$ cat src/rtl/monitor_symbol_feeder_if.sv
// Upstream symbol handshake from the core-side monitor tap into the feeder.
// The master drives valid/symbol, the slave (feeder) answers with ready.
interface monitor_symbol_feeder_if #(
    parameter int SYM_W = 8
) ();
    logic             in_valid;
    logic [SYM_W-1:0] in_symbol;
    logic             in_ready;

    modport master (output in_valid, output in_symbol, input in_ready);
    modport slave  (input in_valid, input in_symbol, output in_ready);
endinterface

$ cat src/rtl/monitor_symbol_feeder.sv
// Feeds buffered trace symbols into stage 0 of an automata cluster.
// Sequences the automata reset at trace start, then issues one symbol per run cycle.
module monitor_symbol_feeder #(
    parameter int SYM_W      = 8,
    parameter int DEPTH      = 16,
    parameter int RST_CYCLES = 2,
    parameter int CNT_W      = 32
) (
    input  logic                     clk,
    input  logic                     reset,
    input  logic                     start_trace,
    monitor_symbol_feeder_if.slave   up,
    input  logic                     hold,
    output logic [SYM_W-1:0]         top_symbols,
    output logic                     run,
    output logic                     out_reset,
    output logic                     busy,
    output logic [$clog2(DEPTH):0]   fifo_level,
    output logic [CNT_W-1:0]         sym_count
);

    localparam int PTR_W = $clog2(DEPTH);
    localparam int LVL_W = PTR_W + 1;
    localparam int RC_W  = $clog2(RST_CYCLES + 1);

    localparam logic [1:0] ST_IDLE   = 2'd0;
    localparam logic [1:0] ST_RST    = 2'd1;
    localparam logic [1:0] ST_STREAM = 2'd2;

    logic [1:0]       state_q, state_d;
    logic [RC_W-1:0]  rst_cnt_q, rst_cnt_d;
    logic [PTR_W-1:0] wr_ptr_q, wr_ptr_d;
    logic [PTR_W-1:0] rd_ptr_q, rd_ptr_d;
    logic [LVL_W-1:0] level_q, level_d;
    logic [SYM_W-1:0] top_q, top_d;
    logic             run_q, run_d;
    logic             out_reset_q, out_reset_d;
    logic [CNT_W-1:0] cnt_q, cnt_d;
    logic [SYM_W-1:0] mem_q [DEPTH];

    logic in_ready_w;
    logic push;
    logic pop;

    // Ready comes from registered state only, so there is no path from in_valid.
    assign in_ready_w = (state_q == ST_STREAM) && (level_q < LVL_W'(DEPTH));
    assign push       = up.in_valid && in_ready_w && !start_trace;
    assign pop        = (state_q == ST_STREAM) && (level_q != '0) && !hold && !start_trace;

    always_comb begin
        // NOTE: every signal gets a default first so no path leaves it unassigned (no latches).
        state_d     = state_q;
        rst_cnt_d   = rst_cnt_q;
        wr_ptr_d    = wr_ptr_q;
        rd_ptr_d    = rd_ptr_q;
        level_d     = level_q;
        top_d       = top_q;
        run_d       = 1'b0;
        out_reset_d = 1'b0;
        cnt_d       = cnt_q;

        case (state_q)
            ST_IDLE:   ;
            ST_RST: begin
                out_reset_d = 1'b1;
                if (rst_cnt_q == RC_W'(RST_CYCLES - 1)) begin
                    state_d     = ST_STREAM;
                    out_reset_d = 1'b0;
                end else begin
                    rst_cnt_d = rst_cnt_q + 1'b1;
                end
            end
            ST_STREAM: ;
            default:   state_d = ST_IDLE;
        endcase

        if (push) begin
            wr_ptr_d = wr_ptr_q + 1'b1;
        end
        if (pop) begin
            rd_ptr_d = rd_ptr_q + 1'b1;
            top_d    = mem_q[rd_ptr_q];
            run_d    = 1'b1;
            if (cnt_q != '1) cnt_d = cnt_q + 1'b1;
        end
        case ({push, pop})
            2'b10:   level_d = level_q + 1'b1;
            2'b01:   level_d = level_q - 1'b1;
            default: level_d = level_q;
        endcase

        // A new trace wins over everything except reset: flush and restart the pulse.
        if (start_trace) begin
            state_d     = ST_RST;
            rst_cnt_d   = '0;
            out_reset_d = 1'b1;
            wr_ptr_d    = '0;
            rd_ptr_d    = '0;
            level_d     = '0;
            cnt_d       = '0;
            run_d       = 1'b0;
        end
    end

    // NOTE: sequential state uses non-blocking assignments so every flop samples pre-edge values.
    always_ff @(posedge clk) begin
        if (reset) begin
            state_q     <= ST_IDLE;
            rst_cnt_q   <= '0;
            wr_ptr_q    <= '0;
            rd_ptr_q    <= '0;
            level_q     <= '0;
            top_q       <= '0;
            run_q       <= 1'b0;
            out_reset_q <= 1'b0;
            cnt_q       <= '0;
        end else begin
            state_q     <= state_d;
            rst_cnt_q   <= rst_cnt_d;
            wr_ptr_q    <= wr_ptr_d;
            rd_ptr_q    <= rd_ptr_d;
            level_q     <= level_d;
            top_q       <= top_d;
            run_q       <= run_d;
            out_reset_q <= out_reset_d;
            cnt_q       <= cnt_d;
        end
    end

    // NOTE: storage is deliberately not reset; level and pointers alone decide what is valid.
    always_ff @(posedge clk) begin
        if (push) mem_q[wr_ptr_q] <= up.in_symbol;
    end

    assign up.in_ready  = in_ready_w;
    assign top_symbols  = top_q;
    assign run          = run_q;
    assign out_reset    = out_reset_q;
    assign busy         = (state_q == ST_RST) || (level_q != '0);
    assign fifo_level   = level_q;
    assign sym_count    = cnt_q;

endmodule
$ cat src/flat_wrapper.sv
// flat-port wrapper written by rule: the top's interface ports become plain ports
module monitor_symbol_feeder_flat 
#(
    parameter int SYM_W      = 8,
    parameter int DEPTH      = 16,
    parameter int RST_CYCLES = 2,
    parameter int CNT_W      = 32
)
  (clk, reset, start_trace, hold, top_symbols, run, out_reset, busy, fifo_level, sym_count, up_in_valid, up_in_symbol, up_in_ready);
  monitor_symbol_feeder_if #(.SYM_W(SYM_W)) up_i ();
  input  logic clk;
  input  logic reset;
  input  logic start_trace;
  input  logic hold;
  output logic [SYM_W-1:0] top_symbols;
  output logic run;
  output logic out_reset;
  output logic busy;
  output logic [$clog2(DEPTH):0] fifo_level;
  output logic [CNT_W-1:0] sym_count;
  input wire logic [$bits(up_i.in_valid)-1:0] up_in_valid;
  input wire logic [$bits(up_i.in_symbol)-1:0] up_in_symbol;
  output wire logic [$bits(up_i.in_ready)-1:0] up_in_ready;
  assign up_i.in_valid = up_in_valid;
  assign up_i.in_symbol = up_in_symbol;
  assign up_in_ready = up_i.in_ready;
  monitor_symbol_feeder #(.SYM_W(SYM_W), .DEPTH(DEPTH), .RST_CYCLES(RST_CYCLES), .CNT_W(CNT_W)) u_core (.clk(clk), .reset(reset), .start_trace(start_trace), .up(up_i), .hold(hold), .top_symbols(top_symbols), .run(run), .out_reset(out_reset), .busy(busy), .fifo_level(fifo_level), .sym_count(sym_count));
endmodule
$ cat config.mk
export PLATFORM = sky130hd
export DESIGN_NAME = monitor_symbol_feeder_flat
export DESIGN_NICKNAME = d
export VERILOG_FILES = /design/src/rtl/monitor_symbol_feeder_if.sv /design/src/rtl/monitor_symbol_feeder.sv /design/src/flat_wrapper.sv
export SDC_FILE = /design/constraint.sdc
export NUM_CORES = 1
export LEC_CHECK = 0
export ABC_CLOCK_PERIOD_IN_PS = 4200
export BUFFER_PORTS_ARGS = -buffer_cell sky130_fd_sc_hd__buf_2
export CORE_MARGIN = 2
export CORE_UTILIZATION = 59
export DETAILED_ROUTE_END_ITERATION = 8
export GPL_ROUTABILITY_DRIVEN = 0
export HOLD_SLACK_MARGIN = 0.12
export PLACE_DENSITY_LB_ADDON = 0.15
export SYNTH_ARGS = -nofsm -noshare
export SYNTH_HDL_FRONTEND = slang
export SYNTH_SLANG_ARGS = --single-unit
export TNS_END_PERCENT = 50
$ cat constraint.sdc
create_clock -name clk -period 4.2 [get_ports clk]
set_clock_uncertainty 0.15 [all_clocks]
set_input_delay 0.21 -clock clk [delete_from_list [all_inputs] [get_ports clk]]
set_output_delay 0.21 -clock clk [all_outputs]
set_load 0.02 [all_outputs]
==> flow_summary.yaml, run 1 <==
status:
  status: "complete, no violations"
logic_synthesis:
  ys.flop_type: "edfxtp_1"
  avgSynthCellArea_um2: 14.1
  synth_area_um2: 7770
  syn_nets: 577
  async_reset_ff_share_pct: 0
  synth_cell_types: 52
  ys_ff_latch: 187
  synthCells: 552
  synth_seq_area_share_pct: 64.6
  yosysWarnings: 0
  synth_edf_count: 128
clock_tree:
  clockBufferDepth: 2
  h-tree-depth: 4
  clk_pin_slew_worst_paths_ns: 0.06
  cts-root-buf: "clkbuf_16"
  numCtsBuffers: 17
  cts_tree: "done"
  clkLatencyLatePin_ns: 0.43
  cts_setup_buffers: 0
  clkSinkCount: 187
timing:
  hold_viol: 0
  period_minus_slack_ns: 3.22
  worstMarginPinSlew_ns: 1.29
  slew-limit-headroom_pct: 13.1
  fmax_ghz: 0.310
  setup_viol: 0
  drv_slew: 0
  period_share_pct: 76.7
  rsz0062_at_grt: "false"
  fin_tns_setup_ns: 0
  fin_ws_ns: 0.978
route:
  vias_per_cell: 6.20
  wirelength_mm: 16.4
  num_vias: 5003
  detail-route-antenna-nets: 0
  dr.pass1.iters: 5
  drt-initial-drc-count: 606
  remaining_drc_errors: 0
  wl_per_cell_um: 20.3
power:
  ir_worst_vdd_v: 0.000332
  power_density_nw_per_um2: 416
  leakage_nw: 2.99
global_routing:
  use_met3_pct: 4.97
  grt_max_degree: 48
  met2_usage_pct: 36.2
  busiest_layer: "met2"
  grt.total_usage_pct: 24.1
  met1_usage_pct: 34.9
  grt_pass1_vias: 4759
  gr-total-overflow: 0
  grt_pass1_wl_mm: 25.6
  antenna_found_initial: 0
setup_path:
  crit_chain: "or4_1 -> o21ai_2 -> inv_1 -> ha_1 -> ha_1 -> nor2b_1 -> o21ai_0 -> a21oi_1 -> or4_1 -> a21oi_1"
  crit_slowest_cell: "or4_1"
  cp_max_fo: 5
  criticalPathCategory: "reg -> reg"
  cp-end-kind: "flop"
  cp.required_ns: 4.40
  path_buf_inv: 1
  crit_family: "simple AND/OR/NAND/NOR gates"
  max_stage_delay_ns: 0.61
  start_kind: "flop"
  critPathArrivalTime_ns: 3.42
place:
  io_buffers: 61
  dp.final_hpwl_mm: 10.4
  post-place-ws_ns: 1.03
floorplanning:
  die_x_um: 119
  start_util_pct: 61.1
  ioPinCount: 62
  core_area_um2: 12700
  die-area_um2: 14100
  rows: 41
  die_h_um: 119
layout:
  area_growth_pct: 15.2
  fin_nets: 647
  layout_commonest_cell: "edfxtp_1"
  drive_above_1_share_pct: 23.1
  most-common-layout-cells: "128 x edfxtp_1, 66 x nor2_1, 61 x buf_2, 57 x dfxtp_1, 39 x a21oi_1"
  diodes: 0
flow_run:
  drv_cap: 0
min_path:
  hp-class: "in -> reg"
## per-layer routing
| layer | vias up | routed length (um) |
|---|---|---|
| li1 | 2259 | - |
| met1 | 2543 | 7270 |
| met2 | 173 | 7790 |
| met3 | 28 | 1060 |
| met4 | 0 | 298 |
| met5 | - | 0 |
## registers in the layout, indices dropped and copies added (netlist names)
register	count
u_core.fifo_level	5
u_core.state_q	2
u_core.rd_ptr_q	4
u_core.mem_q	128
u_core.run	1
u_core.sym_count	32
u_core.out_reset	1
u_core.wr_ptr_q	4
u_core.rst_cnt_q	2
u_core.top_symbols	8
## final timing paths
path / endpoint / slack [ns] / cells past startpoint / startpoint
worst max-delay path: u_core.fifo_level[4] / 0.98 / 10 / u_core.fifo_level[0]
worst min-delay path: u_core.wr_ptr_q[1] / 0.21 / 4 / up_in_valid
worst max register to register: u_core.fifo_level[4] / 0.98 / 10 / u_core.fifo_level[0]
worst min register to register: u_core.top_symbols[0] / 0.34 / 2 / u_core.top_symbols[0]
## what timing repair did
| item | CTS | global route |
|---|---|---|
| hold endpoints to repair | 141 | 0 |
| hold buffers | 11 | 0 |
| resized for setup | 0 | 0 |
## cells in the mapped netlist, drive strengths merged (6+ instances only)
| cell | instances | share of area, % |
|---|---|---|
| edfxtp | 128 | 49 |
| nor2 | 66 | 3.2 |
| dfxtp | 59 | 15 |
| a21oi | 39 | 2.5 |
| mux4 | 32 | 9.3 |
| nand2 | 24 | 1.2 |
| xnor2 | 19 | 2.1 |
| a22oi | 16 | 1.5 |
| buf | 16 | 1.2 |
| nand4 | 14 | 1.2 |
| inv | 13 | 0.63 |
| clkbuf | 12 | 0.60 |
| ha | 11 | 1.8 |
| nand3 | 10 | 0.80 |
| o31ai | 10 | 0.97 |
| or4 | 9 | 0.87 |
| nor3 | 7 | 0.45 |
| and4 | 6 | 0.68 |
## per-stage QoR
stage	std cells	power [mW]	utilization [%]	cell area, um2	hold WS (ns)
floorplan	552	2.03	-	7770	0.132
global placement	764	2.05	64.5	8210	0.310
detailed placement	764	2.05	64.5	8210	0.326
CTS	807	3.73	70.4	8950	0.189
global route	807	3.81	70.4	8950	0.220
finish	807	3.72	70.4	8950	0.207
## where the power goes
part | switching, mW | leakage [nW] | internal (mW)
clock | 0.683 | 0.298 | 1.02
combinational | 0.0387 | 1.07 | 0.0164
sequential | 0.00180 | 1.63 | 1.97
total | 0.723 | 2.99 | 3.00
## worst min-delay path: stages
cell and delay [ns]:
buf_2 0.09, and4bb_2 0.27, a21oi_1 0.08, nor2_1 0.09
## logic make-up after synthesis
kind of cell / share of synthesized area (%)
simple gates: 11.3
buf+inv: 2.38
flops: 64.6
compound gates: 7.42
fa+ha+maj: 2.03
mux: 9.53
xor+xnor: 2.70
## final cells by class
class	instances	area (um2)
clock inverter	12	183
sequential	187	5030
fill	862	3770
inverter	13	48.8
timing repair buffer	79	468
tap	172	215
clock buffer	20	447
multi-input combinational	324	2560
(Power assumes the default switching activity.)
==> inputs of run 2 (changes only) <==
--- a/config.mk
+++ b/config.mk
@@ -5,10 +5,10 @@
 export SDC_FILE = /design/constraint.sdc
 export NUM_CORES = 1
 export LEC_CHECK = 0
-export ABC_CLOCK_PERIOD_IN_PS = 4200
+export ABC_CLOCK_PERIOD_IN_PS = 2700
 export BUFFER_PORTS_ARGS = -buffer_cell sky130_fd_sc_hd__buf_2
 export CORE_MARGIN = 2
-export CORE_UTILIZATION = 59
+export CORE_UTILIZATION = 54
 export DETAILED_ROUTE_END_ITERATION = 8
 export GPL_ROUTABILITY_DRIVEN = 0
 export HOLD_SLACK_MARGIN = 0.12
==> constraint.sdc (replaced) <==
create_clock -name clk -period 2.7 [get_ports clk]
set_clock_uncertainty 0.15 [all_clocks]
set_input_delay 0.135 -clock clk [delete_from_list [all_inputs] [get_ports clk]]
set_output_delay 0.135 -clock clk [all_outputs]
set_load 0.02 [all_outputs]
==> flow_summary.yaml, run 2 (synthesized netlist as in run 1, its figures left out) <==
status:
  status: "complete, no violations"
layout:
  fin_cells: 841
  regMostFlops: "u_core.mem_q"
  layout_commonest_cell: "edfxtp_1"
  fillers: 1016
  diodes: 0
  largest_register_ffs: 128
  drive_above_1_share_pct: 28.0
  area_growth_pct: 18.7
  most-common-layout-cells: "128 x edfxtp_1, 66 x nor2_1, 61 x buf_2, 54 x dfxtp_1, 39 x a21oi_1"
  fin_nets: 673
timing:
  drv_slew: 0
  holdWs_ns: 0.153
  rsz0062_at_grt: "true"
  worstMarginPinSlew_ns: 0.736
  fin_ws_ns: 0.00927
  hold_viol: 0
  period_share_pct: 99.7
  fmax_ghz: 0.372
  fin_tns_setup_ns: 0
  period_minus_slack_ns: 2.69
  slew-limit-headroom_pct: 50.8
  setup_viol: 0
flow_run:
  drv_cap: 0
clock_tree:
  cts-root-buf: "clkbuf_16"
  clkLatencyLatePin_ns: 0.43
  clkSinkCount: 187
  numCtsBuffers: 17
  h-tree-depth: 4
  clockBufferDepth: 2
  clk_pin_slew_worst_paths_ns: 0.07
  cts_tree: "done"
route:
  dr.pass1.iters: 5
  wirelength_mm: 16.3
  vias_per_cell: 5.87
  num_vias: 4939
  drt-initial-drc-count: 373
  remaining_drc_errors: 0
  wl_per_cell_um: 19.3
  detail-route-antenna-nets: 0
floorplanning:
  die_x_um: 124
  core_area_um2: 14000
  die-area_um2: 15400
  ioPinCount: 62
  rows: 43
  die_h_um: 124
  start_util_pct: 55.6
setup_path:
  crit_chain: "or4_4 -> o21ai_4 -> inv_2 -> ha_4 -> ha_4 -> nor2b_4 -> o21ai_2 -> and3_1 -> or4_1 -> a21oi_1"
  path_buf_inv: 1
  start_kind: "flop"
  cp-end-kind: "flop"
  max_stage_delay_ns: 0.56
  cp_max_fo: 4
  cp_common_cell: "ha_4"
  criticalPathCategory: "reg -> reg"
  critPathArrivalTime_ns: 2.89
  crit_family: "simple AND/OR/NAND/NOR gates"
  cp.required_ns: 2.90
  crit_slowest_cell: "or4_4"
global_routing:
  met2_usage_pct: 35.3
  use_met3_pct: 5.59
  grt_pass1_wl_mm: 25.2
  gr-total-overflow: 0
  grt.total_usage_pct: 22.7
  antenna_found_initial: 0
  busiest_layer: "met2"
  grt_pass1_vias: 4775
  met1_usage_pct: 31.2
  grt_max_degree: 36
place:
  dp.final_hpwl_mm: 10.5
  io_buffers: 61
  post-place-ws_ns: -0.0555
  placedCellCount: 797
min_path:
  hp-class: "in -> reg"
power:
  leakage_nw: 3.13
  power_density_nw_per_um2: 614
  ir_worst_vdd_v: 0.000421
  total_power_mw: 5.66
-- run 2: cell types whose count changed in the layout (fill, tap and decap cells not counted), sizes merged --
cell,previous run,this run
bufinv,4,2
inv,17,19
clkinv,1,6
buf,68,94
clkbuf,20,17
clkinvlp,3,1
-- run 2: cell type report --
type | instances | area (um2) | share of cell area [%]
inverters | 13 | 48.8 | 0.529
well taps | 180 | 225 | 2.44
flip-flops and latches | 187 | 5030 | 54.6
clock inverters | 15 | 181 | 1.97
repair buffers | 105 | 688 | 7.46
multi-input cells | 324 | 2620 | 28.4
clock buffers | 17 | 425 | 4.61
-- run 2: path summary, 6_finish.rpt --
check                         from               endpoint  slack, ns  depth (start not counted)
max           u_core.fifo_level[2]   u_core.fifo_level[4]      0.009                         10
max reg2reg   u_core.fifo_level[2]   u_core.fifo_level[4]      0.009                         10
min reg2reg  u_core.top_symbols[7]  u_core.top_symbols[7]       0.34                          2
min                    up_in_valid     u_core.wr_ptr_q[0]       0.15                          5
-- run 2: timing repair --
item	in CTS	in global routing
endpoints found under the setup margin	1	1
hold endpoints to repair	141	0
buffers inserted	1	0
pin swaps	3	0
hold buffers	11	0
gates resized for setup	1	1
-- run 2: stage by stage --
step                instance area (um2)  utilization, %
floorplan                          7830               -
global placement                   8490            60.7
detailed placement                 8490            60.7
CTS                                9220            65.9
global route                       9220            65.9
finish                             9220            65.9
-- run 2: worst register-to-register path, cell delays in order, from the launching register on --
cell and delay, ns:
dfxtp_2 0.32, or4_4 0.56, o21ai_4 0.15, inv_2 0.07
ha_4 0.18, ha_4 0.27, nor2b_4 0.15, o21ai_2 0.07
and3_1 0.18, or4_1 0.40, a21oi_1 0.12
-- run 2: power breakdown --
| group | leakage (nW) | total, mW | internal [mW] | switching, mW |
|---|---|---|---|---|
| Combinational | 1.21 | 0.0883 | 0.0276 | 0.0606 |
| Sequential | 1.63 | 3.06 | 3.06 | 0.00331 |
| Clock | 0.296 | 2.52 | 1.40 | 1.12 |
-- run 2: routing by layer --
| metal | vias to the layer above | share of wire, % | wire length (um) |
|---|---|---|---|
| li1 | 2321 | - | - |
| met5 | - | 0 | 0 |
| met3 | 25 | 6.6 | 1070 |
| met2 | 130 | 48 | 7810 |
| met4 | 0 | 1.9 | 311 |
| met1 | 2463 | 43 | 7060 |
==> inputs of run 3 (changes only) <==
==> constraint.sdc (replaced) <==
create_clock -name clk -period 2.7 [get_ports clk]
set_clock_uncertainty 0.15 [all_clocks]
set_input_delay 0.27 -clock clk [delete_from_list [all_inputs] [get_ports clk]]
set_output_delay 0.27 -clock clk [all_outputs]
set_load 0.02 [all_outputs]
==> flow_summary.yaml, run 3 (synthesized netlist as in run 1, its figures left out) <==
route:
  vias_per_cell: 5.88
  detail-route-antenna-nets: 0
  drt-initial-drc-count: 408
  wirelength_mm: 16.5
  num_vias: 4959
  remaining_drc_errors: 0
  dr.pass1.iters: 5
  wl_per_cell_um: 19.6
layout:
  regMostFlops: "u_core.mem_q"
  fillers: 1020
  fin_nets: 675
  drive_above_1_share_pct: 28.8
  fin_cells: 843
  largest_register_ffs: 128
  multi_input_area_um2: 2620
  seq_area_um2: 5030
  layout_commonest_cell: "edfxtp_1"
  fin_util_pct: 65.9
  area_growth_pct: 18.7
  diodes: 0
  most-common-layout-cells: "128 x edfxtp_1, 66 x nor2_1, 61 x buf_2, 54 x dfxtp_1, 38 x a21oi_1"
setup_path:
  cp-end-kind: "flop"
  start_kind: "flop"
  cp_max_fo: 4
  critPathArrivalTime_ns: 2.91
  timing.rr.start: "u_core.fifo_level[1]"
  cp-startpoint: "u_core.fifo_level[1]"
  criticalPathCategory: "reg -> reg"
  cp.required_ns: 2.91
timing:
  rsz0062_at_grt: "true"
  hold_viol: 0
  drv_slew: 0
  fin_ws_ns: 0.00527
  period_share_pct: 99.8
  worstMarginPinSlew_ns: 0.755
  period_minus_slack_ns: 2.69
  fmax_ghz: 0.371
  fin_tns_setup_ns: 0
  setup_viol: 0
  slew-limit-headroom_pct: 49.6
  holdWs_ns: 0.287
floorplanning:
  ioPinCount: 62
  die_x_um: 124
  die-area_um2: 15400
  start_util_pct: 55.6
  core_area_um2: 14000
  die_h_um: 124
  rows: 43
clock_tree:
  clk_pin_slew_worst_paths_ns: 0.07
  cts-root-buf: "clkbuf_16"
  clkSinkCount: 187
  numCtsBuffers: 17
  clockBufferDepth: 2
  h-tree-depth: 4
  cts_tree: "done"
  clkLatencyLatePin_ns: 0.45
place:
  io_buffers: 61
  placedCellCount: 800
  post-place-ws_ns: -0.0638
  dp.final_hpwl_mm: 10.7
global_routing:
  grt_max_degree: 36
  gr-total-overflow: 0
  grt_pass1_vias: 4797
  antenna_found_initial: 0
  grt.total_usage_pct: 23.2
  grt_pass1_wl_mm: 25.8
power:
  ir_worst_vdd_v: 0.000530
  power_density_nw_per_um2: 611
  leakage_nw: 3.14
min_path:
  hp-start: "up_in_valid"
  hp-class: "in -> reg"
flow_run:
  drv_cap: 0
status:
  status: "complete, no violations"
-- run 3: worst paths after layout --
check             slack, ns  cells past startpoint                    end
setup / recovery      0.005                     10   u_core.fifo_level[4]
hold / removal         0.29                      5     u_core.wr_ptr_q[1]
setup reg to reg      0.005                     10   u_core.fifo_level[4]
hold reg to reg        0.33                      2  u_core.top_symbols[3]
-- run 3: area by class of cell --
cell class	instances	area share, %
clock buffer	17	4.61
clock inverter	15	1.82
inverter	13	0.556
multi-input combinational	324	28.4
sequential	187	54.6
tap	180	2.44
timing repair buffer	107	7.60
-- run 3: per-stage QoR --
step	total power [mW]	area (um2)
detailed placement	3.20	8510
floorplan	3.15	7830
global route	5.79	9230
global placement	3.19	8510
CTS	5.67	9210
finish	5.63	9230
-- run 3: layer usage --
| layer | GRT usage, % | vias to the layer above | part of all wire (%) |
|---|---|---|---|
| met5 | 0 | - | 0 |
| met3 | 6.87 | 19 | 6.9 |
| li1 | - | 2323 | - |
| met2 | 36.6 | 152 | 49 |
| met4 | 7.44 | 0 | 1.3 |
| met1 | 31.1 | 2465 | 43 |
-- run 3: critical path: stages (launching register included) --
cell and delay, ns:
dfxtp_4 0.34, or4_4 0.55, o21ai_4 0.15, inv_2 0.06
ha_4 0.18, ha_4 0.27, nor2b_4 0.15, o21ai_2 0.08
and3_4 0.18, or4_1 0.39, a21oi_1 0.13
-- run 3: power breakdown --
part,total (mW),internal [mW],leakage (nW),switching (mW)
clock network,2.49,1.32,0.292,1.16
logic,0.0879,0.0275,1.22,0.0605
registers,3.06,3.05,1.63,0.00275
total,5.63,4.41,3.14,1.23
-- run 3: what timing repair did --
item	4_1_cts	5_1_grt
buffers inserted	1	0
hold buffers	10	0
pin swaps	2	2
resized for setup	1	3
endpoints found under the hold margin	139	0
endpoints found under the setup margin	1	1
